File: src/rtl/wb_dma_pkg.sv
// Shared definitions for the multi-channel Wishbone DMA: register map,
// CSR bit positions and copy-engine state encoding.
package wb_dma_pkg;

  localparam logic [1:0] REG_CSR = 2'd0;
  localparam logic [1:0] REG_RSV = 2'd1;
  localparam logic [1:0] REG_M0A = 2'd2;
  localparam logic [1:0] REG_M1A = 2'd3;

  localparam int CSR_DIR    = 16;
  localparam int CSR_M0_INC = 17;
  localparam int CSR_M1_INC = 18;
  localparam int CSR_IRQ_EN = 19;
  localparam int CSR_DONE   = 29;
  localparam int CSR_ABORT  = 30;
  localparam int CSR_BUSY   = 30;
  localparam int CSR_GO     = 31;

  typedef enum logic [1:0] {
    ST_IDLE = 2'd0,
    ST_RD   = 2'd1,
    ST_WR   = 2'd2
  } eng_state_t;

endpackage

File: src/rtl/wb_dma_ch.sv
// One DMA channel register set: config, address/length counters,
// busy/done status and CSR readback.
module wb_dma_ch
  import wb_dma_pkg::*;
#(
  parameter int A0W = 9,
  parameter int A1W = 9,
  parameter int DW  = 32,
  parameter int LW  = 12
) (
  input  logic           clk,
  input  logic           rst,
  input  logic           csr_we,
  input  logic           m0a_we,
  input  logic           m1a_we,
  input  logic [DW-1:0]  wdata,
  input  logic           sel,
  input  logic           serve,
  output logic           busy,
  output logic           dir,
  output logic           irq_pend,
  output logic [A0W-1:0] m0_addr,
  output logic [A1W-1:0] m1_addr,
  output logic [DW-1:0]  csr_rd
);

  logic [LW:0] len;
  logic [LW:0] len_dec;
  logic        m0_inc, m1_inc, irq_en, done, abort_pend;
  logic        go, abort_req, w1c, last_word;
  logic        unused_wdata;

  assign go        = csr_we & wdata[CSR_GO] & ~wdata[CSR_ABORT];
  assign abort_req = csr_we & wdata[CSR_ABORT];
  assign w1c       = csr_we & wdata[CSR_DONE];
  assign len_dec   = len - {{LW{1'b0}}, 1'b1};
  assign last_word = serve & len_dec[LW];
  assign unused_wdata = ^wdata;

  always_ff @(posedge clk or posedge rst) begin
    if (rst) begin
      len        <= '0;
      dir        <= 1'b0;
      m0_inc     <= 1'b0;
      m1_inc     <= 1'b0;
      irq_en     <= 1'b0;
      busy       <= 1'b0;
      abort_pend <= 1'b0;
      m0_addr    <= '0;
      m1_addr    <= '0;
    end else if (serve) begin
      m0_addr <= m0_addr + A0W'(m0_inc);
      m1_addr <= m1_addr + A1W'(m1_inc);
      len     <= len_dec;
      if (len_dec[LW] || abort_pend || abort_req) begin
        busy       <= 1'b0;
        abort_pend <= 1'b0;
      end
    end else if (busy) begin
      // The served channel must finish its in-flight word before stopping
      if (abort_req) begin
        if (sel) abort_pend <= 1'b1;
        else     busy       <= 1'b0;
      end
    end else begin
      if (m0a_we) m0_addr <= wdata[A0W-1:0];
      if (m1a_we) m1_addr <= wdata[A1W-1:0];
      if (go) begin
        len    <= {1'b0, wdata[LW-1:0]};
        dir    <= wdata[CSR_DIR];
        m0_inc <= wdata[CSR_M0_INC];
        m1_inc <= wdata[CSR_M1_INC];
        irq_en <= wdata[CSR_IRQ_EN];
        busy   <= 1'b1;
      end
    end
  end

  always_ff @(posedge clk or posedge rst) begin
    if (rst)                done <= 1'b0;
    else if (last_word)     done <= 1'b1;
    else if (go && !busy)   done <= 1'b0;
    else if (w1c)           done <= 1'b0;
  end

  always_comb begin
    csr_rd             = '0;
    csr_rd[LW-1:0]     = len[LW-1:0];
    csr_rd[CSR_DIR]    = dir;
    csr_rd[CSR_M0_INC] = m0_inc;
    csr_rd[CSR_M1_INC] = m1_inc;
    csr_rd[CSR_IRQ_EN] = irq_en;
    csr_rd[CSR_DONE]   = done;
    csr_rd[CSR_BUSY]   = busy;
  end

  assign irq_pend = done & irq_en;

endmodule

File: src/rtl/wb_dma_mc.sv
// Multi-channel Wishbone DMA: control slave, round-robin arbiter and a
// single word-at-a-time copy engine shared by all channels.
//
//   state   | meaning
//   IDLE    | pick next busy channel after the last served one
//   RD      | read one word from the source port
//   WR      | write the held word to the destination port, update channel
module wb_dma_mc
  import wb_dma_pkg::*;
#(
  parameter int A0W = 9,
  parameter int A1W = 9,
  parameter int DW  = 32,
  parameter int LW  = 12,
  parameter int NCH = 4,
  localparam int CW = $clog2(NCH)
) (
  input  logic           clk,
  input  logic           rst,
  output logic [A0W-1:0] m0_addr,
  output logic [DW-1:0]  m0_wdata,
  output logic           m0_we,
  output logic           m0_cyc,
  input  logic [DW-1:0]  m0_rdata,
  input  logic           m0_ack,
  output logic [A1W-1:0] m1_addr,
  output logic [DW-1:0]  m1_wdata,
  output logic           m1_we,
  output logic           m1_cyc,
  input  logic [DW-1:0]  m1_rdata,
  input  logic           m1_ack,
  input  logic [CW+1:0]  ctl_addr,
  input  logic [DW-1:0]  ctl_wdata,
  input  logic           ctl_we,
  input  logic           ctl_cyc,
  output logic [DW-1:0]  ctl_rdata,
  output logic           ctl_ack,
  output logic           irq
);

  logic [NCH-1:0]          ch_busy, ch_dir, ch_irq, sel, serve;
  logic [NCH-1:0][A0W-1:0] ch_m0a;
  logic [NCH-1:0][A1W-1:0] ch_m1a;
  logic [NCH-1:0][DW-1:0]  ch_csr;

  eng_state_t    state, nxt;
  logic [CW-1:0] cur, last, grant;
  logic          grant_vld;
  logic [DW-1:0] data;
  logic          dir_cur, src_ack, dst_ack;

  logic          ctl_req, ctl_wr;
  logic [CW-1:0] ctl_ch;
  logic [1:0]    ctl_reg;
  logic [DW-1:0] rd_mux;

  assign ctl_req = ctl_cyc & ~ctl_ack;
  assign ctl_wr  = ctl_req & ctl_we;
  assign ctl_ch  = ctl_addr[CW+1:2];
  assign ctl_reg = ctl_addr[1:0];

  for (genvar i = 0; i < NCH; i++) begin : g_ch
    wb_dma_ch #(.A0W(A0W), .A1W(A1W), .DW(DW), .LW(LW)) u_ch (
      .clk      (clk),
      .rst      (rst),
      .csr_we   (ctl_wr && ctl_ch == CW'(i) && ctl_reg == REG_CSR),
      .m0a_we   (ctl_wr && ctl_ch == CW'(i) && ctl_reg == REG_M0A),
      .m1a_we   (ctl_wr && ctl_ch == CW'(i) && ctl_reg == REG_M1A),
      .wdata    (ctl_wdata),
      .sel      (sel[i]),
      .serve    (serve[i]),
      .busy     (ch_busy[i]),
      .dir      (ch_dir[i]),
      .irq_pend (ch_irq[i]),
      .m0_addr  (ch_m0a[i]),
      .m1_addr  (ch_m1a[i]),
      .csr_rd   (ch_csr[i])
    );
  end

  always_comb begin
    rd_mux = '0;
    case (ctl_reg)
      REG_CSR: rd_mux = ch_csr[ctl_ch];
      REG_M0A: rd_mux = DW'(ch_m0a[ctl_ch]);
      REG_M1A: rd_mux = DW'(ch_m1a[ctl_ch]);
      default: rd_mux = '0;
    endcase
  end

  always_ff @(posedge clk or posedge rst) begin
    if (rst) begin
      ctl_ack   <= 1'b0;
      ctl_rdata <= '0;
      irq       <= 1'b0;
    end else begin
      ctl_ack   <= ctl_req;
      ctl_rdata <= ctl_req ? rd_mux : '0;
      irq       <= |ch_irq;
    end
  end

  // Scan descending so the closest busy channel after 'last' wins
  always_comb begin
    logic [CW-1:0] idx;
    idx       = '0;
    grant     = '0;
    grant_vld = 1'b0;
    for (int k = NCH; k >= 1; k--) begin
      idx = last + CW'(k);
      if (ch_busy[idx]) begin
        grant     = idx;
        grant_vld = 1'b1;
      end
    end
  end

  assign dir_cur = ch_dir[cur];
  assign src_ack = dir_cur ? m1_ack : m0_ack;
  assign dst_ack = dir_cur ? m0_ack : m1_ack;

  always_ff @(posedge clk or posedge rst) begin
    if (rst) begin
      state <= ST_IDLE;
      cur   <= '0;
      last  <= '0;
      data  <= '0;
    end else begin
      state <= nxt;
      if (state == ST_IDLE && grant_vld) begin
        cur  <= grant;
        last <= grant;
      end
      if (state == ST_RD && src_ack) data <= dir_cur ? m1_rdata : m0_rdata;
    end
  end

  always_comb begin
    nxt    = state;
    m0_cyc = 1'b0;
    m0_we  = 1'b0;
    m1_cyc = 1'b0;
    m1_we  = 1'b0;
    serve  = '0;
    sel    = '0;
    case (state)
      ST_IDLE: begin
        if (grant_vld) begin
          sel[grant] = 1'b1;
          nxt        = ST_RD;
        end
      end
      ST_RD: begin
        sel[cur] = 1'b1;
        if (dir_cur) m1_cyc = 1'b1;
        else         m0_cyc = 1'b1;
        if (src_ack) nxt = ST_WR;
      end
      ST_WR: begin
        sel[cur] = 1'b1;
        if (dir_cur) begin
          m0_cyc = 1'b1;
          m0_we  = 1'b1;
        end else begin
          m1_cyc = 1'b1;
          m1_we  = 1'b1;
        end
        if (dst_ack) begin
          serve[cur] = 1'b1;
          nxt        = ST_IDLE;
        end
      end
      default: nxt = ST_IDLE;
    endcase
  end

  assign m0_addr  = ch_m0a[cur];
  assign m1_addr  = ch_m1a[cur];
  assign m0_wdata = data;
  assign m1_wdata = data;

endmodule
File: config.mk
export PLATFORM = sky130hd
export DESIGN_NAME = wb_dma_mc
export DESIGN_NICKNAME = d
export VERILOG_FILES = /design/src/rtl/wb_dma_pkg.sv /design/src/rtl/wb_dma_ch.sv /design/src/rtl/wb_dma_mc.sv
export SDC_FILE = /design/constraint.sdc
export NUM_CORES = 1
export LEC_CHECK = 0
export CAP_MARGIN = 40
export CORE_ASPECT_RATIO = 2
export CORE_MARGIN = 4
export CORE_UTILIZATION = 40
export DETAILED_ROUTE_END_ITERATION = 10
export HOLD_SLACK_MARGIN = 0.08
export PLACE_DENSITY = 0.61
export SYNTH_ARGS = -nofsm -noshare
export SYNTH_HDL_FRONTEND = slang
export SYNTH_SLANG_ARGS = --single-unit
File: constraint.sdc
create_clock -name clk -period 9.95 [get_ports clk]
set_input_delay 2.985 -clock clk [delete_from_list [all_inputs] [get_ports clk]]
set_output_delay 2.985 -clock clk [all_outputs]
set_load 0.01 [all_outputs]
==> impl_metrics.toml, run 1 <==
[run]
maxCapViolCount = 0

[setup_path]
max_stage_delay_ns = 0.69
crit_slowest_cell = "mux4_2"
critPathMaxFanout = 34
cp.arrival_ns = 3.15
cp-end-kind = "output pin"
crit_type = "reg -> out"
crit_chain = "buf_4 > mux4_2 > buf_4 > nor2_1 > a21o_1 > clkdlybuf4s50_1"
crit_top_cell = "buf_4"
critPathLaunchType = "flop"
critPathRequiredTime_ns = 6.97

[clocking]
cts_root_buf = "clkbuf_16"
ctsHoldBuffers = 0
numCtsBuffers = 22
post_cts_buffers = 0
cts_tree = "done"
htreeDepth = 1
clk_latency_ns = 0.54
ctsResizeCount = 0
clock_sinks = 208
clockBufferDepth = 3
cts.clk_slew.worst_paths_ns = 0.06

[global_routing]
grt_pass1_vias = 11900
grt-ovfl-total = 0
grt_max_degree = 94
antenna_found_initial = 0
grt_pass1_wl_um = 70770
grt_usage_pct = 25.46

[power_and_ir_drop]
p_switching_uw = 1503
p_total_uw = 3899
swShare_pct = 38.55
p_leak_uw = 0.006561
p_clk_share_pct = 21.4
p_seq_share_pct = 35.7
p_per_area_nw_per_um2 = 241.7
internal-power_uw = 2396
combPwrFrac_pct = 42.9
vdd_ir_drop_max_uv = 143.8

[sta]
slew_viol_final = 0
setup_viol_count_final = 0
finalCritPeriodShare_pct = 61.66
fmax_ghz = 0.1630
tightest_slew_ns = 1.031
skew_ns = 0.02666
rsz0062_at_grt = "false"
setup_tns_ns = 0
hold_viol = 0
fin_crit_ns = 6.135
slew-limit-headroom_pct = 31.05

[synth]
synthMuxAreaShare_pct = 16.18
async_reset_ff_share_pct = 100.0
synth-xor-area-share_pct = 0.1965
synthAdderAreaFrac_pct = 2.620
avgSynthCellArea_um2 = 9.914
ys_types = 79
synth-edff-count = 0
synth_seq_area_share_pct = 38.92
ys_warn_count = 0
synth-simple-area-share_pct = 16.22
syn_inst = 1349
synth_seq_cells = 208
netlist_area_um2 = 13370
synth_top_family_by_area = "compound AO/OA/AOI/OAI gates"
synth_compound_area_share_pct = 18.51
synthFlopType = "dfrtp_1"

[floorplan]
initial_utilization_pct = 40.61
placeableCoreArea_um2 = 32930
die_h_um = 266.6
die_x_um = 137.3
die_area_um2 = 36600
row_count = 94
ios = 226

[route]
wire_per_inst_um = 24.45
firstDrtPassIters = 5
finalWirelength_um = 46910
ant_nets = 0
vias = 11870
via_per_inst = 6.183
drt_iter0_drc = 865
drc = 0

[placement]
gp_congestion = 0.9342
io_buffer_count = 198
hpwl_um = 34540

[final_layout]
mostFrequentLayoutCells = "207 x dfrtp_1, 196 x clkdlybuf4s50_1, 135 x nand2_1"
ff_latch_area_um2 = 5206
fin_nets = 1607
syn_to_final_growth_pct = 20.62
fill_cells = 3055
layout-drive-gt1-share_pct = 13.99
num_antenna_cells = 0
layout_commonest_cell = "dfrtp_1"
finish.utilization_pct = 48.99
multi_input_area_um2 = 7278

[run_status]
status = "finished clean"

[hold_path]
hold_class = "reg -> reg"
==> power by group through the flow <==
stage	Clock, uW	Combinational, uW	Sequential, uW
2_1_floorplan	0	1040	1330
3_3_place_gp	0	1640	1380
3_5_place_dp	0	1680	1400
4_1_cts	852	1680	1380
5_1_grt	885	1800	1430
6_report	833	1670	1390
==> path summary, 6_finish.rpt <==
path | start | endpoint | slack [ns] | cells after the start
setup / recovery | last[0] | m1_cyc | 3.81 | 6
hold / removal | m0_wdata[5] | m0_wdata[5] | 0.50 | 2
setup reg to reg | last[0] | g_ch[0].u_ch.len[0] | 6.29 | 8
hold reg to reg | m0_wdata[5] | m0_wdata[5] | 0.50 | 2
max in group asynchronous | rst | g_ch[2].u_ch.m0_addr[8] | 5.60 | 3
min in group asynchronous | rst | g_ch[0].u_ch.m1_addr[4] | 2.93 | 2
==> state kept, by name, indices dropped and copies added, names as in the netlist, 4 cells and up <==
name,count
g_ch.u_ch.m1_addr,36
g_ch.u_ch.irq_en,4
g_ch.u_ch.m1_inc,4
g_ch.u_ch.abort_pend,4
g_ch.u_ch.done,4
g_ch.u_ch.m0_inc,4
ctl_rdata,18
g_ch.u_ch.m0_addr,36
g_ch.u_ch.len,52
g_ch.u_ch.dir,4
m0_wdata,32
g_ch.u_ch.busy,4
==> kinds of logic (layout without fill, tap and decap cells) <==
kind of cell | count (synthesis) | in the layout
xor gates and xnor gates | 3 | 3
AOI/OAI and AO/OA | 336 | 336
buffers and inverters | 194 | 319
other | 1 | 14
adders and majority gates | 28 | 28
DFF | 208 | 208
and+or+nand+nor | 436 | 436
muxes | 143 | 143
==> Yosys cell counts, types with 9 or more instances <==
| cell type | count | area [um2] |
|---|---|---|
| nand2_1 | 135 | 506.7 |
| buf_4 | 53 | 397.9 |
| o21ai_0 | 94 | 470.5 |
| clkbuf_1 | 40 | 150.1 |
| a221oi_1 | 9 | 78.83 |
| nand3_1 | 58 | 290.3 |
| dfrtp_1 | 208 | 5205 |
| a22oi_1 | 12 | 90.09 |
| a21oi_1 | 46 | 230.2 |
| mux4_2 | 55 | 1239 |
| nor2_1 | 82 | 307.8 |
| nor4_1 | 27 | 168.9 |
| inv_1 | 56 | 210.2 |
| or3_1 | 13 | 81.33 |
| buf_1 | 14 | 52.55 |
| a31oi_1 | 11 | 68.82 |
| mux2i_1 | 55 | 550.5 |
| a221o_1 | 27 | 270.3 |
| nor3_1 | 21 | 105.1 |
| mux2_2 | 31 | 349.1 |
| o221a_2 | 28 | 315.3 |
| o211ai_1 | 15 | 112.6 |
| nand4_1 | 21 | 131.4 |
| and3_1 | 20 | 125.1 |
| a21o_1 | 13 | 97.59 |
| nor3b_1 | 11 | 82.58 |
| ha_1 | 28 | 350.3 |
| buf_2 | 27 | 135.1 |
| nor2b_1 | 14 | 87.58 |
==> critical path: cells and delay by family (launching register included) <==
kind / cells / cell delay (ns)
DFF: 1 / 0.33
and+or+nand+nor: 1 / 0.22
muxes: 1 / 0.69
AOI/OAI and AO/OA: 1 / 0.11
buffers and inverters: 3 / 1.27
==> metal layers <==
| layer | track usage (%) | up-vias | part of all wire (%) | routed length [um] |
|---|---|---|---|---|
| met5 | 0 | - | 0 | 0 |
| met4 | 17.95 | 0 | 7.9 | 3709 |
| li1 | - | 5293 | - | - |
| met3 | 3.320 | 182 | 6.5 | 3028 |
| met1 | 28.09 | 5843 | 35 | 16480 |
| met2 | 44.35 | 548 | 51 | 23700 |
==> through the flow <==
stage          worst slack (ns)  hold WS, ns  cells  instance area, um2
3_5_place_dp              3.483       0.4810   1881               15440
2_1_floorplan             1.284       0.4495   1362               13420
3_3_place_gp              3.500       0.4674   1878               15390
6_report                  3.815       0.5016   1919               16130
4_1_cts                   3.756       0.4959   1919               16130
5_1_grt                   3.660       0.5208   1919               16130
==> final cells by class <==
type / count / area share (%)
inverter: 56 / 1.350
clock inverter: 6 / 0.3413
timing repair buffer: 225 / 13.60
multi-input combinational: 960 / 45.12
clock buffer: 32 / 3.963
tap: 432 / 3.351
sequential: 208 / 32.27
No activity file was read; power rests on OpenSTA's default activity.
==> inputs of run 2 (changes only) <==
clock period = 5.8 ns   (was 9.95 ns; I/O delays follow)
==> run 2 against run 1 <==
  * Register-to-register slack lost 4.2 ns
  * Sequential power grew 73%
  * Sequential cell count is the same
  * Hold slack lost 0.0080 ns
  * Clock skew shrank 0.0095 ns
  * Non-clock buffer count grew 18
  * Via count grew 1.2%
  * Combinational power grew 74%
  * Sequential share of layout area shrank 0.23 points
  * Worst setup slack lost 2.3 ns
  * Total power grew 71%
  * Critical path depth shrank 2
  * Largest cell class unchanged
  * Highest routed layer unchanged
==> impl_metrics.toml, run 2 (synthesized netlist as in run 1, its figures left out) <==
[global_routing]
grt_max_degree = 105
grt_pass1_wl_um = 72720
grt_pass1_vias = 12350
grt_usage_pct = 26.00
grt-ovfl-total = 0
antenna_found_initial = 0

[route]
vias = 12010
drc = 0
ant_nets = 0
firstDrtPassIters = 6
finalWirelength_um = 47870
wire_per_inst_um = 24.75
drt_iter0_drc = 941
via_per_inst = 6.208

[run_status]
status = "finished clean"

[final_layout]
layout.cells.non_filler = 1934
layout_commonest_cell = "dfrtp_1"
num_antenna_cells = 0
layout-drive-gt1-share_pct = 14.85
syn_to_final_growth_pct = 21.47
mostFrequentLayoutCells = "207 x dfrtp_1, 196 x clkdlybuf4s50_1, 135 x nand2_1"
fin_nets = 1624
top_register = "g_ch.u_ch.len"
top_regs = "g_ch.u_ch.len x52, g_ch.u_ch.m0_addr x36, g_ch.u_ch.m1_addr x36"
fill_cells = 3035
final_cell_area_um2 = 16250
largest_reg_flops = 52

[sta]
slew-limit-headroom_pct = 36.69
fin_crit_ns = 4.317
tightest_slew_ns = 0.9467
setup_viol_count_final = 0
slew_viol_final = 0
setup_slack_ns = 1.483
hold_viol = 0
skew_ns = 0.01721
setup_tns_ns = 0
fmax_ghz = 0.2317
rsz0062_at_grt = "false"
finalCritPeriodShare_pct = 74.43

[setup_path]
crit_type = "reg -> out"
critPathRequiredTime_ns = 4.06
cp_top_family = "multiplexers"
reg2reg_depth = 7
crit_slowest_cell = "mux4_2"
critPathLaunchType = "flop"
cp.arrival_ns = 2.58
path_buf_inv = 1
critPathMaxFanout = 6
r2r_start = "last[0]"
cp-end-kind = "output pin"
rr_endpoint = "g_ch[3].u_ch.m0_addr[4]"
max_stage_delay_ns = 0.71
rrSetupSlack_ns = 2.06
crit_chain = "mux4_2 > nor2_1 > a21o_1 > clkdlybuf4s50_1"

[power_and_ir_drop]
p_per_area_nw_per_um2 = 409.7
p_leak_uw = 0.006629
vdd_ir_drop_max_uv = 201.4

[placement]
dp.cells = 1899
pre_cts_slack_ns = 1.248
hpwl_um = 35350
io_buffer_count = 198
place_area_um2 = 15610
gp_congestion = 0.9186

[clocking]
clock_sinks = 208
ctsHoldBuffers = 0
post_cts_buffers = 0
ctsResizeCount = 0
clk_latency_ns = 0.53
htreeDepth = 1
cts_root_buf = "clkbuf_16"
cts_tree = "done"
numCtsBuffers = 21
cts.clk_slew.worst_paths_ns = 0.07
clockBufferDepth = 3

[hold_path]
hold_class = "reg -> reg"
min_from = "g_ch[1].u_ch.abort_pend"
min_delay_path_depth = 2
min_to = "g_ch[1].u_ch.abort_pend"

[floorplan]
row_count = 94
ios = 226
die_x_um = 137.3
placeableCoreArea_um2 = 32930
initial_utilization_pct = 40.61
die_h_um = 266.6
die_area_um2 = 36600

[run]
maxCapViolCount = 0
[run 2: cell types whose count changed in the layout (fill, tap and decap cells not counted), moves of 2 or more]
| cell | before | now |
|---|---|---|
| buf_4 | 25 | 36 |
| buf_12 | 1 | 3 |
| buf_6 | 0 | 2 |
| buf_8 | 1 | 3 |
| clkbuf_1 | 6 | 4 |
| clkbuf_16 | 23 | 21 |
| clkbuf_8 | 3 | 5 |
[run 2: routing by layer]
layer  global-route usage [%]  up-vias  share of wire (%)
li1                         -     5319                  -
met1                    28.19     5876                 34
met2                    43.86      604                 49
met3                    4.093      208                7.5
met4                    21.30        0                9.7
met5                        0        -                  0
[run 2: worst min-delay path, cell delays in order, from the launching register on]
cell and delay [ns]:
dfrtp_1 0.34, nand2_1 0.06, o31ai_1 0.06
[run 2: layout make-up]
| cell class | instances | area (um2) | share of cell area [%] |
|---|---|---|---|
| Timing Repair Buffer | 243 | 2374 | 14.61 |
| Tap cell | 432 | 540.5 | 3.327 |
| Sequential cell | 208 | 5206 | 32.05 |
| Multi-Input combinational cell | 960 | 7273 | 44.77 |
| Clock inverter | 5 | 28.78 | 0.1771 |
| Inverter | 56 | 214.0 | 1.317 |
| Clock buffer | 30 | 609.3 | 3.751 |
[run 2: where the power goes]
part | switching, uW | internal, uW
sequential | 547 | 1860
clock | 608 | 729
combinational | 1440 | 1470
[run 2: worst max-delay path by stage]
stage                                    to  cells after the start  slack (ns)    start
finish                               m1_cyc                      4        1.48  last[0]
global route                         m0_cyc                      7        1.33  last[0]
CTS                                  m1_cyc                      4        1.44  last[0]
detailed placement      g_ch[3].u_ch.len[6]                      6        1.25   m1_ack
global placement    g_ch[3].u_ch.m0_addr[5]                      6        1.27   m0_ack
floorplan                           ctl_ack                      1        1.36      rst
[run 2: metrics by stage]
stage / hold WS (ns) / power [uW] / util [%]
floorplan: 0.4495 / 4060 / -
global placement: 0.4670 / 5216 / 47.06
global route: 0.5073 / 7038 / 49.33
CTS: 0.4966 / 6686 / 49.33
detailed placement: 0.4818 / 5329 / 47.39
finish: 0.4937 / 6656 / 49.33
